File: src/rtl/mesh_term_injector_if.sv
// Terminal-side injection bus: producer push fields plus the mesh pending/data/pop handshake.
interface mesh_term_injector_if #(
   parameter int unsigned pckg_sz = 40
);
   logic               push;
   logic [3:0]         push_row;
   logic [3:0]         push_col;
   logic               push_mode;
   logic [pckg_sz-18:0] push_payload;
   logic               push_ready;
   logic               pndng;
   logic [pckg_sz-1:0] data_out;
   logic               popin;

   modport master (
      output push, push_row, push_col, push_mode, push_payload, popin,
      input  push_ready, pndng, data_out
   );

   modport slave (
      input  push, push_row, push_col, push_mode, push_payload, popin,
      output push_ready, pndng, data_out
   );
endinterface

File: src/rtl/mesh_term_injector.sv
// Assembles terminal packets into a small FIFO and presents the head to one mesh input port.
// Illegal-address or full-queue pushes are dropped and counted.
module mesh_term_injector #(
   parameter int unsigned pckg_sz    = 40,
   parameter int unsigned fifo_depth = 4,
   parameter int unsigned ROWS       = 4,
   parameter int unsigned COLUMS     = 4
) (
   input  logic                              clk,
   input  logic                              reset,
   mesh_term_injector_if.slave               bus,
   output logic [$clog2(fifo_depth+1)-1:0]   count,
   output logic [15:0]                       drop_cnt,
   output logic                              overflow
);
   localparam int unsigned CntW = $clog2(fifo_depth + 1);
   localparam int unsigned PtrW = $clog2(fifo_depth);
   localparam logic [3:0]  MaxRow = 4'(ROWS + 1);
   localparam logic [3:0]  MaxCol = 4'(COLUMS + 1);
   localparam logic [CntW-1:0] Full = CntW'(fifo_depth);

   logic [pckg_sz-1:0] mem_q [fifo_depth];
   logic [pckg_sz-1:0] mem_d [fifo_depth];
   logic [PtrW-1:0]    wr_ptr_q, wr_ptr_d;
   logic [PtrW-1:0]    rd_ptr_q, rd_ptr_d;
   logic [CntW-1:0]    count_q, count_d;
   logic [15:0]        drop_cnt_q, drop_cnt_d;
   logic               overflow_q, overflow_d;
   logic               pndng_q, pndng_d;
   logic [pckg_sz-1:0] data_out_q, data_out_d;

   logic               addr_ok;
   logic               do_push;
   logic               do_pop;
   logic               drop;
   logic [pckg_sz-1:0] pkt;

   always_comb begin
      addr_ok = (bus.push_row <= MaxRow) && (bus.push_col <= MaxCol);
      // No bypass: fullness is judged on the pre-pop count.
      do_push = bus.push && addr_ok && (count_q != Full);
      do_pop  = bus.popin && (count_q != '0);
      drop    = bus.push && !do_push;
      pkt     = {8'h00, bus.push_row, bus.push_col, bus.push_mode, bus.push_payload};

      mem_d = mem_q;
      if (do_push) begin
         mem_d[wr_ptr_q] = pkt;
      end

      wr_ptr_d = do_push ? wr_ptr_q + PtrW'(1) : wr_ptr_q;
      rd_ptr_d = do_pop  ? rd_ptr_q + PtrW'(1) : rd_ptr_q;

      count_d = count_q;
      if (do_push && !do_pop) begin
         count_d = count_q + CntW'(1);
      end else if (!do_push && do_pop) begin
         count_d = count_q - CntW'(1);
      end

      drop_cnt_d = drop_cnt_q;
      overflow_d = overflow_q;
      if (drop) begin
         overflow_d = 1'b1;
         if (drop_cnt_q != 16'hFFFF) begin
            drop_cnt_d = drop_cnt_q + 16'd1;
         end
      end

      // Head is looked up in the post-write image so a push into an empty queue shows next cycle.
      pndng_d    = (count_d != '0);
      data_out_d = pndng_d ? mem_d[rd_ptr_d] : '0;
   end

   always_ff @(posedge clk) begin
      if (reset) begin
         wr_ptr_q   <= '0;
         rd_ptr_q   <= '0;
         count_q    <= '0;
         drop_cnt_q <= '0;
         overflow_q <= 1'b0;
         pndng_q    <= 1'b0;
         data_out_q <= '0;
      end else begin
         wr_ptr_q   <= wr_ptr_d;
         rd_ptr_q   <= rd_ptr_d;
         count_q    <= count_d;
         drop_cnt_q <= drop_cnt_d;
         overflow_q <= overflow_d;
         pndng_q    <= pndng_d;
         data_out_q <= data_out_d;
      end
   end

   // Storage needs no reset; pointers and count define what is valid.
   always_ff @(posedge clk) begin
      if (!reset) begin
         mem_q <= mem_d;
      end
   end

   assign bus.push_ready = (count_q < Full);
   assign bus.pndng      = pndng_q;
   assign bus.data_out   = data_out_q;
   assign count          = count_q;
   assign drop_cnt       = drop_cnt_q;
   assign overflow       = overflow_q;
endmodule

File: src/flat_wrapper.sv
// flat-port wrapper written by rule: the top's interface ports become plain ports
module mesh_term_injector_flat 
#(
   parameter int unsigned pckg_sz    = 40,
   parameter int unsigned fifo_depth = 4,
   parameter int unsigned ROWS       = 4,
   parameter int unsigned COLUMS     = 4
)
  (clk, reset, count, drop_cnt, overflow, bus_push, bus_push_row, bus_push_col, bus_push_mode, bus_push_payload, bus_popin, bus_push_ready, bus_pndng, bus_data_out);
  mesh_term_injector_if #(.pckg_sz(pckg_sz)) bus_i ();
  input  logic clk;
  input  logic reset;
  output logic [$clog2(fifo_depth+1)-1:0] count;
  output logic [15:0] drop_cnt;
  output logic overflow;
  input wire logic [$bits(bus_i.push)-1:0] bus_push;
  input wire logic [$bits(bus_i.push_row)-1:0] bus_push_row;
  input wire logic [$bits(bus_i.push_col)-1:0] bus_push_col;
  input wire logic [$bits(bus_i.push_mode)-1:0] bus_push_mode;
  input wire logic [$bits(bus_i.push_payload)-1:0] bus_push_payload;
  input wire logic [$bits(bus_i.popin)-1:0] bus_popin;
  output wire logic [$bits(bus_i.push_ready)-1:0] bus_push_ready;
  output wire logic [$bits(bus_i.pndng)-1:0] bus_pndng;
  output wire logic [$bits(bus_i.data_out)-1:0] bus_data_out;
  assign bus_i.push = bus_push;
  assign bus_i.push_row = bus_push_row;
  assign bus_i.push_col = bus_push_col;
  assign bus_i.push_mode = bus_push_mode;
  assign bus_i.push_payload = bus_push_payload;
  assign bus_i.popin = bus_popin;
  assign bus_push_ready = bus_i.push_ready;
  assign bus_pndng = bus_i.pndng;
  assign bus_data_out = bus_i.data_out;
  mesh_term_injector #(.pckg_sz(pckg_sz), .fifo_depth(fifo_depth), .ROWS(ROWS), .COLUMS(COLUMS)) u_core (.clk(clk), .reset(reset), .bus(bus_i), .count(count), .drop_cnt(drop_cnt), .overflow(overflow));
endmodule
File: config.mk
export PLATFORM = sky130hd
export DESIGN_NAME = mesh_term_injector_flat
export DESIGN_NICKNAME = d
export VERILOG_FILES = /design/src/rtl/mesh_term_injector_if.sv /design/src/rtl/mesh_term_injector.sv /design/src/flat_wrapper.sv
export SDC_FILE = /design/constraint.sdc
export NUM_CORES = 1
export LEC_CHECK = 0
export CAP_MARGIN = 15
export CORE_MARGIN = 4
export CORE_UTILIZATION = 46
export DETAILED_ROUTE_END_ITERATION = 8
export HOLD_SLACK_MARGIN = 0.03
export PLACE_DENSITY = 0.69
export SLEW_MARGIN = 25
export SYNTH_ARGS = -nofsm -noshare
export SYNTH_HDL_FRONTEND = slang
export SYNTH_SLANG_ARGS = --single-unit
File: constraint.sdc
create_clock -name clk -period 5.6 [get_ports clk]
set_clock_uncertainty 0.05 [all_clocks]
set_input_delay 1.4 -clock clk [delete_from_list [all_inputs] [get_ports clk]]
set_output_delay 1.4 -clock clk [all_outputs]
set_load 0.01 [all_outputs]
# [Word-level counts from Yosys, hierarchy flattened]
# Index checks and enable logic that the tools add are counted.
[word_totals] inputBits=36 reg_bits=225 wordCells=51 out_inout_bits=62
[classes] n_reduce_logical=14 n_lt_le_gt_ge=6 n_eq_ne=2 n_mux=10 add_sub_neg=5 n_bitwise=3
[op_table] cell="bitwise mux 160 bit" n=1
[op_table] cell="two-way mux 160 bit" n=1
[op_table] cell="two-way mux 40 bit" n=3
[op_table] cell="binary-select mux 40 bit (select 2 bit)" n=1
[op_table] cell="demux 40 bit (select 2 bit)" n=1
[op_table] cell="adder 16 x 1 -> 16 bit (second input constant)" n=1
[op_table] cell="inequality test 16 bit (second input constant)" n=1
[op_table] cell="<= comparator 4 x 3 -> 1 bit (second input constant)" n=2
[op_table] cell="logical AND 1 bit" n=8
[op_table] cell="greater-or-equal comparator 3 bit (second input constant)" n=2
[op_table] cell="two-way mux 3 bit" n=2
[op_table] cell="inverter 2 -> 3 bit" n=2
[op_table] cell="nonzero test 3 bit" n=2
[op_table] cell="adder 2 x 1 -> 2 bit (second input constant)" n=2
[op_table] cell="adder 3 x 1 -> 3 bit (second input constant)" n=1
[op_table] cell="less-than comparator 3 x 1 -> 1 bit (second input constant)" n=1
[op_table] cell="less-than comparator 3 bit (second input constant)" n=1
[op_table] cell="inequality test 3 bit (second input constant)" n=1
[op_table] cell="subtractor 3 x 1 -> 3 bit (second input constant)" n=1
[op_table] cell="zero test 1 bit" n=2
[op_table] cell="two-way mux 2 bit" n=1
[op_table] cell="AND reduction 2 bit" n=1
[op_table] cell="OR reduction 2 bit" n=1
[op_table] cell="inverter 1 bit" n=1

# [Longest topological paths before layout]
[depth] word_depth=11 depth_mapped=11 ltp_nobuf=8

# [Least setup slack after synthesis]
# No wires, ideal clock.
[synth_path] kind="input to register" startpoint="input port reset" endpoint="register u_core.data_out_q[29], in the netlist u_core.bus.data_out[29]" arrival_time_ns=5.496 path_slack_ns=-0.050 setup_time_ns=0.103 path_buffers=1 cell_stages=4 path_cell_list="inv_1 > a211oi_2 > buf_4 > a2111oi_2"
[synth_via] elab_chain_len=1
[synth_lines] element="start: declaration" line_no="flat_wrapper.sv:12" source="input logic reset;"
[synth_lines] element="OR reduction 2 bit (no line)"
[synth_lines] element="end signal: assignment" line_no="mesh_term_injector.sv:91" source="data_out_q <= data_out_d;"
[synth_lines] element="end: declaration" line_no="mesh_term_injector.sv:30" source="logic [pckg_sz-1:0] data_out_q, data_out_d;"
# No other way between the ends.
# A chain may end at the register's enable or synchronous reset.

==> results by group <==
Global routing
  • Largest net degree at the start of global routing: between 150 and 200
  • First-pass GRT wire length: roughly 33000 um
  • GRT Util Overall: 0.1829
  • Initial antenna violation count: 1
  • Vias in the first global route: ~6200
  • Global-route congestion overflow total: 0

Die
  • Die Span X: around 150 um
  • Io pins: just under 100
  • Rows: 52
  • CORE AREA: between 0.02 and 0.025 mm2
  • Die height: 151.5 um
  • Initial Util: 0.4681
  • Die area: between 0.02 and 0.025 mm2

Logic synthesis
  • FF+latch count, synth: ~230
  • Post-synth EDFFs: 160
  • Sequential fraction of the synthesis area: 0.6446
  • Mean post-synth cell area: around 14 um2
  • Synth cell types: 44
  • Synthesized area: 0.009472 mm2
  • Syn_nets: 723
  • Cells after Synth: approximately 680
  • Ys async rst share: 0
  • Warnings from Yosys: 0
  • Top FF cell, synth: edfxtp_1

Clocking
  • Clk root buf: clkbuf_16
  • Worst skew pair latency: 0.50 ns
  • Hold_buf cts: 0
  • Post_cts resized: 0
  • Clock sinks: about 230
  • Clock tree from TritonCTS: yes
  • CTS max path bufs: 3
  • Clock transition at the registers of the reported paths: 0.06 ns
  • Cts bufs inserted: 24
  • CTS H-tree depth: 1
  • Post-CTS Setup Bufs: 0

Detailed routing
  • Pre-antenna DRT Iters: 6
  • Routed len/inst: around 20 um
  • DRC violations left: 0
  • Post-DRT Antenna Nets: 0
  • Vias: around 6000
  • First-iteration detailed-routing DRC count: ~440
  • Vias/cell: 5.674
  • Routed WL: around 21000 um

Flow run
  • Max Cap Viol: 0

Worst setup path
  • Worst path arrival time: between 4 and 5 ns
  • Worst path slowest cell: a222oi_1
  • CP required: a little under 6 ns
  • Top delay family on crit path: simple AND/OR/NAND/NOR gates
  • WP depth: 8
  • Critical-path cell list: clkdlybuf4s50_1, a222oi_1, and2_1, nand2_2, buf_4, mux2_2, o22ai_1, nor3_1
  • CP bufs+invs: 2
  • Critical Path Sink Type: register
  • Max FO, Critical Path: 25
  • Largest stage delay on the critical path: 0.61 ns
  • FF-to-FF path depth: 9
  • Crit Path Category: in -> reg
  • Startpoint types: input port

STA
  • Slew at the pin closest to its max-slew limit: approximately 0.95 ns
  • Slew Viols, Final: 0
  • RSZ-0062 raised after global routing: no
  • Minimum clock period: 4.156 ns
  • Slew margin rel.: 0.3673
  • Fin Setup TNS: 0 ns
  • Period utilization: 0.7421
  • Max Clk Rate: 240.6 MHz
  • # setup viols final: 0
  • Final hold violation count: 0
  • Hold Slack: ~0.45 ns

Cells and area
  • Most frequent cells in the layout: edfxtp_1 (160), mux2_2 (116), clkdlybuf4s50_1 (97)
  • Most common cell after layout, fill and taps aside: edfxtp_1
  • Share of cells above drive strength 1: 0.2210
  • Area grow syn2layout: 21.61%
  • Ant. Diodes: 0
  • Post-layout nets: about 800

Pwr
  • LEAKAGE: between 4 and 5 nW
  • Peak VDD IR: 0.2267 mV
  • Final Power: slightly below 5 mW
  • P per Cell Area: 422.3 mW/mm2

Place
  • Final GP Congestion: 0.8926
  • I/O Buffers: a little under 100
  • DP Wirelength: roughly 13000 um

Status
  • Status: complete, no violations

Worst hold path
  • Hold crit path type: reg -> reg
  • Hold path cells: 2
==> sequential cells by signal, summed over array words and instances (netlist names) <==
signal / flops
u_core.mem_q: 160
u_core.bus.data_out: 40
u_core.drop_cnt: 16
u_core.count: 3
u_core.rd_ptr_q: 2
u_core.wr_ptr_q: 2
u_core.bus.pndng: 1
u_core.overflow: 1
==> through the flow <==
stage	instance area (um2)	cells	worst slack (ns)	utilization
6_report	11520	1062	1.444	0.5693
5_1_grt	11520	1062	1.279	0.5693
4_1_cts	11520	1062	1.487	0.5693
3_5_place_dp	10720	1018	0.9590	0.5300
3_3_place_gp	10720	1018	1.072	0.5300
2_1_floorplan	9475	679	1.151	-
==> tightest hold or removal path, delay by kind of cell (launching register included) <==
family / cells / cell delay, ns
compound gates: 1 / 0.05
simple gates: 1 / 0.07
flops: 1 / 0.34
==> Yosys cell counts (7+ instances only) <==
cell	number	share of area
edfxtp_1	160	0.51
mux2_2	116	0.14
dfxtp_1	65	0.14
o22ai_1	59	0.039
and2_1	42	0.028
nor3_1	31	0.016
nor2_1	25	0.0099
clkbuf_1	21	0.0083
a22oi_1	20	0.016
a21oi_1	14	0.0074
buf_2	12	0.0063
inv_1	11	0.0044
nand2_1	11	0.0044
nand3_1	10	0.0053
xor2_1	9	0.0083
ha_1	8	0.011
xnor2_1	7	0.0065
==> path summary, 6_finish.rpt <==
path                           startpoint                           endpoint  slack (ns)
min reg2reg  u_core.overflow$_SDFFE_PP0P_       u_core.overflow$_SDFFE_PP0P_        0.45
max                       bus_push_row[2]  u_core.bus.data_out[9]$_SDFF_PP0_        1.44
min          u_core.overflow$_SDFFE_PP0P_       u_core.overflow$_SDFFE_PP0P_        0.45
max reg2reg    u_core.count[1]$_SDFF_PP0_  u_core.bus.data_out[9]$_SDFF_PP0_        2.28
==> per-layer routing <==
| metal | vias up | wire length, um | part of all wire | global-route usage |
|---|---|---|---|---|
| met5 | - | 12 | 0.00056 | 0 |
| met4 | 2 | 361 | 0.017 | 0.04897 |
| met3 | 39 | 1406 | 0.066 | 0.03153 |
| met2 | 191 | 10240 | 0.48 | 0.3030 |
| met1 | 3007 | 9343 | 0.44 | 0.2514 |
| li1 | 2787 | - | - | - |
==> power breakdown <==
part	leakage (nW)	internal (mW)	switching, mW
Sequential	2.10	1.98	0.0713
Clock	0.393	0.960	0.610
Combinational	1.52	0.514	0.729
Total	4.01	3.45	1.41
==> cell families after synthesis <==
family	after synthesis	synth area share
AND/OR/NAND/NOR	148	0.08402
AO/OA/AOI/OAI	110	0.07834
adder cells (fa/ha/maj)	8	0.01057
multiplexers	121	0.1435
XOR/XNOR	16	0.01480
buffers and inverters	51	0.02417
flip-flops	225	0.6447
==> cell type report <==
cell class                      instances  area [um2]
Clock buffer                           35       703.2
Clock inverter                          9       91.34
Tap cell                              270       337.8
Inverter                               11       45.04
Sequential cell                       225        6106
Timing Repair Buffer                  109        1086
Multi-Input combinational cell        403        3149
Fill cell                            1618        8716
No activity file was read; power rests on OpenSTA's default activity.
